==> src/rtl/seq_div_pkg.sv <==
// seq_div_pkg -- shared definitions for the iterative divider.
//   Op codes  : DIV_OP, DIVU_OP, REM_OP, REMU_OP (RV32M funct encodings as
//               seen by the divider request port).
//   state_t   : divider FSM state encoding, also driven out on the debug
//               port of seq_divider.
//   negate    : two's complement negate.
//   abs_val   : magnitude of a value whose sign is supplied by the caller.
// The helpers work on a 64-bit container; callers zero-extend narrower
// operands and keep the low bits of the result, which is exact for
// two's complement arithmetic.
package seq_div_pkg;

  localparam logic [4:0] DIV_OP  = 5'd17;
  localparam logic [4:0] DIVU_OP = 5'd18;
  localparam logic [4:0] REM_OP  = 5'd19;
  localparam logic [4:0] REMU_OP = 5'd20;

  typedef enum logic [1:0] {
    S_IDLE  = 2'd0,
    S_CALC  = 2'd1,
    S_FIXUP = 2'd2,
    S_DONE  = 2'd3
  } state_t;

  function automatic logic [63:0] negate(input logic [63:0] v);
    return ~v + 64'd1;
  endfunction

  // The sign is passed in because a zero-extended operand no longer has
  // its sign bit at position 63.
  function automatic logic [63:0] abs_val(input logic [63:0] v, input logic is_neg);
    return is_neg ? negate(v) : v;
  endfunction

endpackage

==> src/rtl/seq_div_step.sv <==
// seq_div_step -- one radix-2 restoring division iteration (combinational).
//   rem       in  WIDTH  partial remainder (always < dmag)
//   quo       in  WIDTH  quotient register; its MSB is the next dividend bit
//   dmag      in  WIDTH  divisor magnitude
//   rem_next  out WIDTH  remainder after shift and trial subtract
//   quo_next  out WIDTH  quotient shifted left with the new bit in the LSB
module seq_div_step
  import seq_div_pkg::*;
#(
  parameter int WIDTH = 32
) (
  input  logic [WIDTH-1:0] rem,
  input  logic [WIDTH-1:0] quo,
  input  logic [WIDTH-1:0] dmag,
  output logic [WIDTH-1:0] rem_next,
  output logic [WIDTH-1:0] quo_next
);

  // One extra bit: the shifted remainder can reach 2*dmag-1.
  logic [WIDTH:0] shifted;
  logic [WIDTH:0] diff;

  assign shifted  = {rem, quo[WIDTH-1]};
  assign diff     = shifted - {1'b0, dmag};
  // diff MSB set means the trial subtraction went negative: restore.
  assign rem_next = diff[WIDTH] ? shifted[WIDTH-1:0] : diff[WIDTH-1:0];
  assign quo_next = {quo[WIDTH-2:0], ~diff[WIDTH]};

endmodule

==> src/rtl/seq_divider.sv <==
// seq_divider -- iterative radix-2 divider for DIV, DIVU, REM, REMU.
//   clk, rst_n       clock, asynchronous active-low reset
//   req_valid/ready  request handshake; req_op, dividend, divisor qualify it
//   flush            abort the in-flight operation (no response produced)
//   resp_valid/ready response handshake; result qualifies it
//   state            debug view of the FSM state (seq_div_pkg::state_t)
// Handshake: a transfer happens on a rising edge where valid and ready are
// both high. The producer holds its payload stable while valid is high and
// ready is low; resp_valid and result are registered and do not change
// until the consumer takes them. One operation is in flight at a time.
// Optional feature macro: SEQ_DIVIDER_RESULT_CACHE_EN keeps the last
// completed quotient/remainder so a matching request returns in one cycle.
module seq_divider
  import seq_div_pkg::*;
#(
  parameter int WIDTH = 32
) (
  input  logic             clk,
  input  logic             rst_n,
  input  logic             req_valid,
  output logic             req_ready,
  input  logic [4:0]       req_op,
  input  logic [WIDTH-1:0] dividend,
  input  logic [WIDTH-1:0] divisor,
  input  logic             flush,
  output logic             resp_valid,
  input  logic             resp_ready,
  output logic [WIDTH-1:0] result,
  output logic [1:0]       state
);

  localparam int CW = $clog2(WIDTH);
  localparam logic [WIDTH-1:0] MIN_NEG = {1'b1, {(WIDTH-1){1'b0}}};

  state_t           st;
  logic [CW-1:0]    count;
  logic [WIDTH-1:0] rem_q, quo_q, dmag_q;
  logic             neg_q, neg_r, is_rem_q;

  // Request decode; unknown op codes fall through as DIVU.
  logic             req_signed, req_is_rem, sign_a, sign_b, div_zero, overflow;
  logic [WIDTH-1:0] abs_a, abs_b;

  assign req_signed = (req_op == DIV_OP) || (req_op == REM_OP);
  assign req_is_rem = (req_op == REM_OP) || (req_op == REMU_OP);
  assign sign_a     = req_signed & dividend[WIDTH-1];
  assign sign_b     = req_signed & divisor[WIDTH-1];
  assign div_zero   = (divisor == '0);
  assign overflow   = req_signed && (dividend == MIN_NEG) && (divisor == '1);
  assign abs_a      = WIDTH'(abs_val(64'(dividend), sign_a));
  assign abs_b      = WIDTH'(abs_val(64'(divisor), sign_b));

  logic [WIDTH-1:0] rem_next, quo_next, q_fix, r_fix;

  seq_div_step #(.WIDTH(WIDTH)) u_step (
    .rem      (rem_q),
    .quo      (quo_q),
    .dmag     (dmag_q),
    .rem_next (rem_next),
    .quo_next (quo_next)
  );

  // Quotient sign is the XOR of operand signs; remainder follows the dividend.
  assign q_fix = neg_q ? WIDTH'(negate(64'(quo_q))) : quo_q;
  assign r_fix = neg_r ? WIDTH'(negate(64'(rem_q))) : rem_q;

  assign state = st;

`ifdef SEQ_DIVIDER_RESULT_CACHE_EN
  logic             c_valid, c_signed, s_q, cache_hit;
  logic [WIDTH-1:0] c_a, c_b, c_q, c_r, a_q, b_q;

  assign cache_hit = c_valid && (c_a == dividend) && (c_b == divisor) &&
                     (c_signed == req_signed);

  // Operands are captured at accept so they are available when FIXUP
  // commits the entry; special cases never reach FIXUP and are not cached.
  always_ff @(posedge clk or negedge rst_n) begin
    if (!rst_n) begin
      c_valid  <= 1'b0;
      c_signed <= 1'b0;
      s_q      <= 1'b0;
      c_a      <= '0;
      c_b      <= '0;
      c_q      <= '0;
      c_r      <= '0;
      a_q      <= '0;
      b_q      <= '0;
    end else if (flush) begin
      c_valid <= 1'b0;
    end else if (st == S_IDLE && req_valid) begin
      a_q <= dividend;
      b_q <= divisor;
      s_q <= req_signed;
    end else if (st == S_FIXUP) begin
      c_valid  <= 1'b1;
      c_a      <= a_q;
      c_b      <= b_q;
      c_signed <= s_q;
      c_q      <= q_fix;
      c_r      <= r_fix;
    end
  end
`endif

  always_ff @(posedge clk or negedge rst_n) begin
    if (!rst_n) begin
      st         <= S_IDLE;
      req_ready  <= 1'b1;
      resp_valid <= 1'b0;
      result     <= '0;
      count      <= '0;
      rem_q      <= '0;
      quo_q      <= '0;
      dmag_q     <= '0;
      neg_q      <= 1'b0;
      neg_r      <= 1'b0;
      is_rem_q   <= 1'b0;
    end else begin
      case (st)
        S_IDLE: begin
          // flush wins over a simultaneous request
          if (req_valid && !flush) begin
            is_rem_q  <= req_is_rem;
            neg_q     <= sign_a ^ sign_b;
            neg_r     <= sign_a;
            rem_q     <= '0;
            quo_q     <= abs_a;
            dmag_q    <= abs_b;
            count     <= CW'(WIDTH - 1);
            req_ready <= 1'b0;
            if (div_zero) begin
              result     <= req_is_rem ? dividend : '1;
              resp_valid <= 1'b1;
              st         <= S_DONE;
            end else if (overflow) begin
              result     <= req_is_rem ? '0 : MIN_NEG;
              resp_valid <= 1'b1;
              st         <= S_DONE;
`ifdef SEQ_DIVIDER_RESULT_CACHE_EN
            end else if (cache_hit) begin
              result     <= req_is_rem ? c_r : c_q;
              resp_valid <= 1'b1;
              st         <= S_DONE;
`endif
            end else begin
              st <= S_CALC;
            end
          end
        end
        S_CALC: begin
          if (flush) begin
            st        <= S_IDLE;
            req_ready <= 1'b1;
          end else begin
            rem_q <= rem_next;
            quo_q <= quo_next;
            count <= count - 1'b1;
            if (count == '0) st <= S_FIXUP;
          end
        end
        S_FIXUP: begin
          if (flush) begin
            st        <= S_IDLE;
            req_ready <= 1'b1;
          end else begin
            result     <= is_rem_q ? r_fix : q_fix;
            resp_valid <= 1'b1;
            st         <= S_DONE;
          end
        end
        S_DONE: begin
          if (flush || resp_ready) begin
            resp_valid <= 1'b0;
            req_ready  <= 1'b1;
            st         <= S_IDLE;
          end
        end
        default: begin
          st         <= S_IDLE;
          req_ready  <= 1'b1;
          resp_valid <= 1'b0;
        end
      endcase
    end
  end

endmodule

==> config.mk <==
export PLATFORM = sky130hd
export DESIGN_NAME = seq_divider
export DESIGN_NICKNAME = d
export VERILOG_FILES = /design/src/rtl/seq_div_pkg.sv /design/src/rtl/seq_div_step.sv /design/src/rtl/seq_divider.sv
export SDC_FILE = /design/constraint.sdc
export NUM_CORES = 1
export LEC_CHECK = 0
export CORE_MARGIN = 5
export CORE_UTILIZATION = 55
export CTS_BUF_LIST = sky130_fd_sc_hd__clkbuf_8 sky130_fd_sc_hd__clkbuf_16
export DETAILED_ROUTE_END_ITERATION = 7
export GPL_ROUTABILITY_DRIVEN = 0
export PLACE_DENSITY = 0.88
export SLEW_MARGIN = 20
export SYNTH_ARGS = -nofsm -noshare
export SYNTH_HDL_FRONTEND = slang
export SYNTH_SLANG_ARGS = --single-unit
==> constraint.sdc <==
create_clock -name clk -period 7.6 [get_ports clk]
set_input_delay 1.52 -clock clk [delete_from_list [all_inputs] [get_ports clk]]
set_output_delay 1.52 -clock clk [all_outputs]
set_load 0.01 [all_outputs]
* Word level (Yosys, flattened, before mapping)
Cells that the tools add are included. W data, S select, Z words.
Operators by class: add/sub/neg operators 6, eq/ne operators 15, mux-type cells 40, bitwise logic cells 8, reduce and logical (&&, ||, !) cells 20
Operators by type and width (number):
- $mux W32 | 16
- $pmux W32 S2 | 3
- $add A32 B1 Y32 const B | 4
- $not A32 Y32 | 4
- $eq A32 B32 Y1 const B | 2
- $sub A33 B32 Y33 | 1
- $logic_not A32 Y1 | 1
- $eq A5 B5 Y1 const B | 3
- $mux W2 | 7
- $mux W5 | 2
- $pmux W5 S2 | 1
- $reduce_and A3 Y1 | 3
- $mux W1 | 8
- $ne A2 B2 Y1 const B | 4
- $pmux W2 S4 | 1
- $ne A3 B3 Y1 const B | 2
- $pmux W1 S3 | 2
- $logic_not A5 Y1 | 1
- $reduce_and A5 Y1 | 1
- $sub A5 B1 Y5 const B | 1
- $eq A2 B2 Y1 const B | 2
- $reduce_and A4 Y1 | 1
- $reduce_bool A2 Y1 | 2
- $logic_and A1 B1 Y1 | 3
- 11 further kinds | 14
Word-level totals: register bits after elaboration 140, input port bits 74, output and inout bits 36, logic and storage cells 100

* Logic depth before layout (Yosys ltp)
depth after elaboration 8, depth in mapped cells 14, gate-level depth less buffers 12

* Hierarchy
Synthesis repeated with hierarchy kept, for this count alone.
Second synthesis, totals: cell total of the unflattened synthesis 1403, area, all modules 11903.9 um^2
Modules (own cells, without submodules):
- seq_divider | times used 1, cells an instance 1063, area each 9354.0 um^2, sequential area each 3504.6 um^2
- seq_div_step | times used 1, cells an instance 340, area each 2549.9 um^2, sequential area each 0.0 um^2

* Worst setup path after synthesis
No wires, ideal clock.
path type input port to flip-flop, from input dividend[0], to register result[16], library setup time 0.125 ns, arrival 4.025 ns, required time 7.475 ns, setup slack 3.450 ns, stages 11, buffers on the path 1, path through inv_1 > ha_1 > or3b_4 > nor4_4 > nand4b_2 > nor4_4 > nand3_1 > and3_1 > or3_1 > buf_4 > mux2_4
Between the ends: word-level cells in the longest chain between the ends 5
Ends and longest elaborated chain:
- from (decl) | line seq_divider.sv:23 | input logic [WIDTH-1:0] dividend,
- $eq A32 B32 Y1 | line seq_divider.sv:49 | assign overflow = req_signed && (dividend == MIN_NEG) && (divisor == '1);
- $logic_and A1 B1 Y1 (2 in a row) | line seq_divider.sv:49
- $ne A3 B3 Y1 (no line)
- $reduce_and A4 Y1 (no line)
- to (signal assigned) | line seq_divider.sv:133 | result <= req_is_rem ? dividend : '1;
- to (signal assigned) | line seq_divider.sv:137 | result <= req_is_rem ? '0 : MIN_NEG;
- to (signal assigned) | line seq_divider.sv:167 | result <= is_rem_q ? r_fix : q_fix;
- to (decl) | line seq_divider.sv:28 | output logic [WIDTH-1:0] result,
Every way passes these cells. A chain may end at the register's enable or synchronous reset.

* Final worst setup path
from input dividend[1], to register result[16]
The elaborated chain is that of the path after synthesis.

==> impl_results.md <==
* Final instance area at roughly 0.013 sq mm
* FF/Latch Area at between 0.003 and 0.004 sq mm
* CTS max path bufs at 2
* Post-synth top area share at 0.315
* Synth Area in Compound Gates at 0.235
* Max Slew Vio Count at 0
* Fillcell total at ~1600
* Worst endpoint required time at about 7900 ps
* Hold Crit Class: reg -> reg
* Worst path arrival time at between 5000 and 6000 ps
* Initial Util at 0.564
* Final setup violation count at 0
* Startpoint types: input pin
* DRC violations left at 0
* Crit path max fanout at between 60 and 70
* Post-CTS Hold Fix Bufs at 0
* Setup tns final at 0 ps
* Post-synthesis async set-or-reset flop share at 1.00
* Synth area leaders: dfrtp_1 (31%), nand2_1 (6.8%), o21ai_0 (6.4%), xor2_1 (5.9%), xnor2_1 (5.6%)
* Row count at 51
* Area of the multi-input gates at about 0.0070 sq mm
* Clk slew on worst S/H paths at around 60 ps
* Synth Flop Type: dfrtp_1
* Reg2Reg Setup Slack at around 3700 ps
* PortBufs at between 100 and 150
* Max_slew headroom at 0.310
* Routing usage on met1 at 0.364
* Leak at approximately 5.2 nW
* First-pass detailed-route iteration total at 6
* Sinks on Clock Net at 140
* Mapped Area at about 0.011 sq mm
* YS warnings at 0
* Die area at between 0.02 and 0.025 sq mm
* R2R depth at 12
* Dpl cell area at approximately 0.012 sq mm
* Global-route wire length before repair at about 50000 um
* Seq/Total Area, Yosys at 0.317
* Vert. Die Dim at about 150 um
* Cts bufs inserted at 17
* Vias in the first global route at ~10000
* Max cap viols at 0
* Post-synth EDFFs at 0
* Busiest layer in global routing: met2
* Tmin final at roughly 5400 ps
* ANT nets after route at 0
* Final period utilization at 0.704
* Pin count of the biggest net entering global routing at 80
* RSZ-0062 raised after global routing: false
* Post-Synth Adder-Cell Area at 0.0505
* Synth top cells by count: nand2_1 (201), o21ai_0 (142), dfrtp_1 (139)
* Proportion of synthesized area in mux cells at 0.0258
* #FFs+latches synth at 140
* Crit Path Category: in -> reg
* Routed wire length at between 30000 and 40000 um
* Core area at 0.0196 sq mm
* VDD IR max at 0.000323 V
* DRT iter0 DRCs at ~1400
* Diodes inserted at 0
* Status: finished clean
* Setup Buffers After CTS at 0
* Initial antenna violation count at 0
* Largest family of logic cells by synthesized area: compound AO/OA/AOI/OAI gates
* Synth Area in XOR/XNOR at 0.115
* Root buffer cell: clkbuf_16
* CTS tree: built
* Synth Instances at 1402
* Maximum level of the CTS H-tree at 4
* Hold Crit Depth at 2
* Synth-to-Final Area Change at 16.5%
* Synth cell types at 72
* Resized cells post-CTS at 0
* Power Dens Cells at ~440 mW/mm^2
* Total track usage at 0.266
* DR vias/cell at 6.14
* Tightest Pin Transition at just over 1000 ps
* Synth Area in Simple Gates at 0.208
* Final total power at ~0.0056 W
* Post-Syn Area per Cell at approximately 7.9 sq um
* Met3 Use GR at 0.0458
* CP Capture Point: result[16]
* Clk_lat worst skew at roughly 440 ps
* CP Capture Type: flip-flop
* Layout Skew at 8.99 ps
* Die X at around 150 um
* Worst R2R End: rem_q[23]
* I/O pin count at 110
* RR Startpoint: quo_q[31]
* Count leader, synth: nand2_1
* Area leader, netlist: dfrtp_1
* Post-detail-place hpwl at roughly 22000 um
* Fmax at 187 MHz
* Share of layout cells above drive strength 1 at 0.0542
* Remaining global-route overflow at 0
* Final hold violation count at 0
* Via Count at around 11000
* Critical path origin: dividend[1]
* Net Count, Synth at 1520
* GRT met2 Usage at 0.428
* Nets at ~1600
* WL per Instance at about 17 um
## cells by family (layout without fill, tap and decap cells)
family,count (synthesis),count (layout)
simple gates,478,478
compound gates,437,437
xor+xnor,145,145
flops,140,140
buf+inv,130,204
fa+ha+maj,44,44
mux,28,28
## flip-flops by register name (all words and copies together) (netlist names)
register	flops
result	32
state	2
neg_q	1
is_rem_q	1
req_ready	1
count	5
quo_q	32
rem_q	32
resp_valid	1
neg_r	1
dmag_q	32
## layer usage
metal / routed length (um) / part of all wire
met1: 12800 / 0.43
met2: 13900 / 0.46
met3: 2730 / 0.090
met4: 698 / 0.023
met5: 0 / 0
## per-stage QoR
stage               std cells  setup slack, ps  utilization  hold WS (ps)
floorplan                1402             3450            -           450
CTS                      1741             2320        0.657           485
global placement         1709             2000        0.624           462
finish                   1741             2250        0.657           478
global route             1741             2020        0.657           494
detailed placement       1709             1890        0.624           471
## report_power, final
group          leakage (nW)  total [W]  switching [W]  internal [W]
clock                 0.297   0.000907       0.000354      0.000554
combinational          3.13    0.00324        0.00184       0.00140
sequential             1.80    0.00150       0.000417       0.00108
total                  5.22    0.00564        0.00262       0.00303
## worst min-delay path by stage
| stage | startpoint | end | slack [ps] |
|---|---|---|---|
| 6_report | dmag_q[7] | dmag_q[7] | 480 |
| 5_1_grt | dmag_q[12] | dmag_q[12] | 490 |
| 3_5_place_dp | dmag_q[2] | dmag_q[2] | 470 |
| 3_3_place_gp | dmag_q[13] | dmag_q[13] | 460 |
| 2_1_floorplan | dmag_q[10] | dmag_q[10] | 450 |
| 4_1_cts | dmag_q[12] | dmag_q[12] | 490 |
## layout by cell type, fill, tap and decap left out, types with 5 or more instances in the layout
cell             count
buf_4                9
or4_4                6
xor2_1              75
or2_2                5
nand3_1             16
ha_1                42
dfrtp_1            139
clkbuf_16           17
nand2_1            201
o21ai_1             42
clkdlybuf4s50_1    108
o22ai_1             13
nand2b_1            12
a21o_1              13
nand4_1             13
nor2b_1              8
or4_1                7
a31oi_1             19
o21a_1               6
a21oi_1            117
xnor2_1             69
o21ai_0            142
nor3_1              23
o31ai_1             27
nor2_1             116
o41ai_1             16
nor4_1              12
and3_1              10
or3_1               15
inv_1               54
mux2i_1             27
o211ai_1             9
## critical path: stages
cell and delay, ps:
clkdlybuf4s50_1 520, inv_1 100, ha_1 180, or3b_4 430, nor4_4 460, nand4b_2 240, nor4_4 370, nand3_1 210
and3_1 270, or3_2 890, mux2_4 440
## layout make-up
cell class	count	share of cell area
tap	265	0.0258
clock inverter	15	0.0164
inverter	54	0.0158
multi-input combinational	1132	0.546
sequential	140	0.272
clock buffer	17	0.0331
timing repair buffer	118	0.0901
Power figures use the tool's default switching activity.
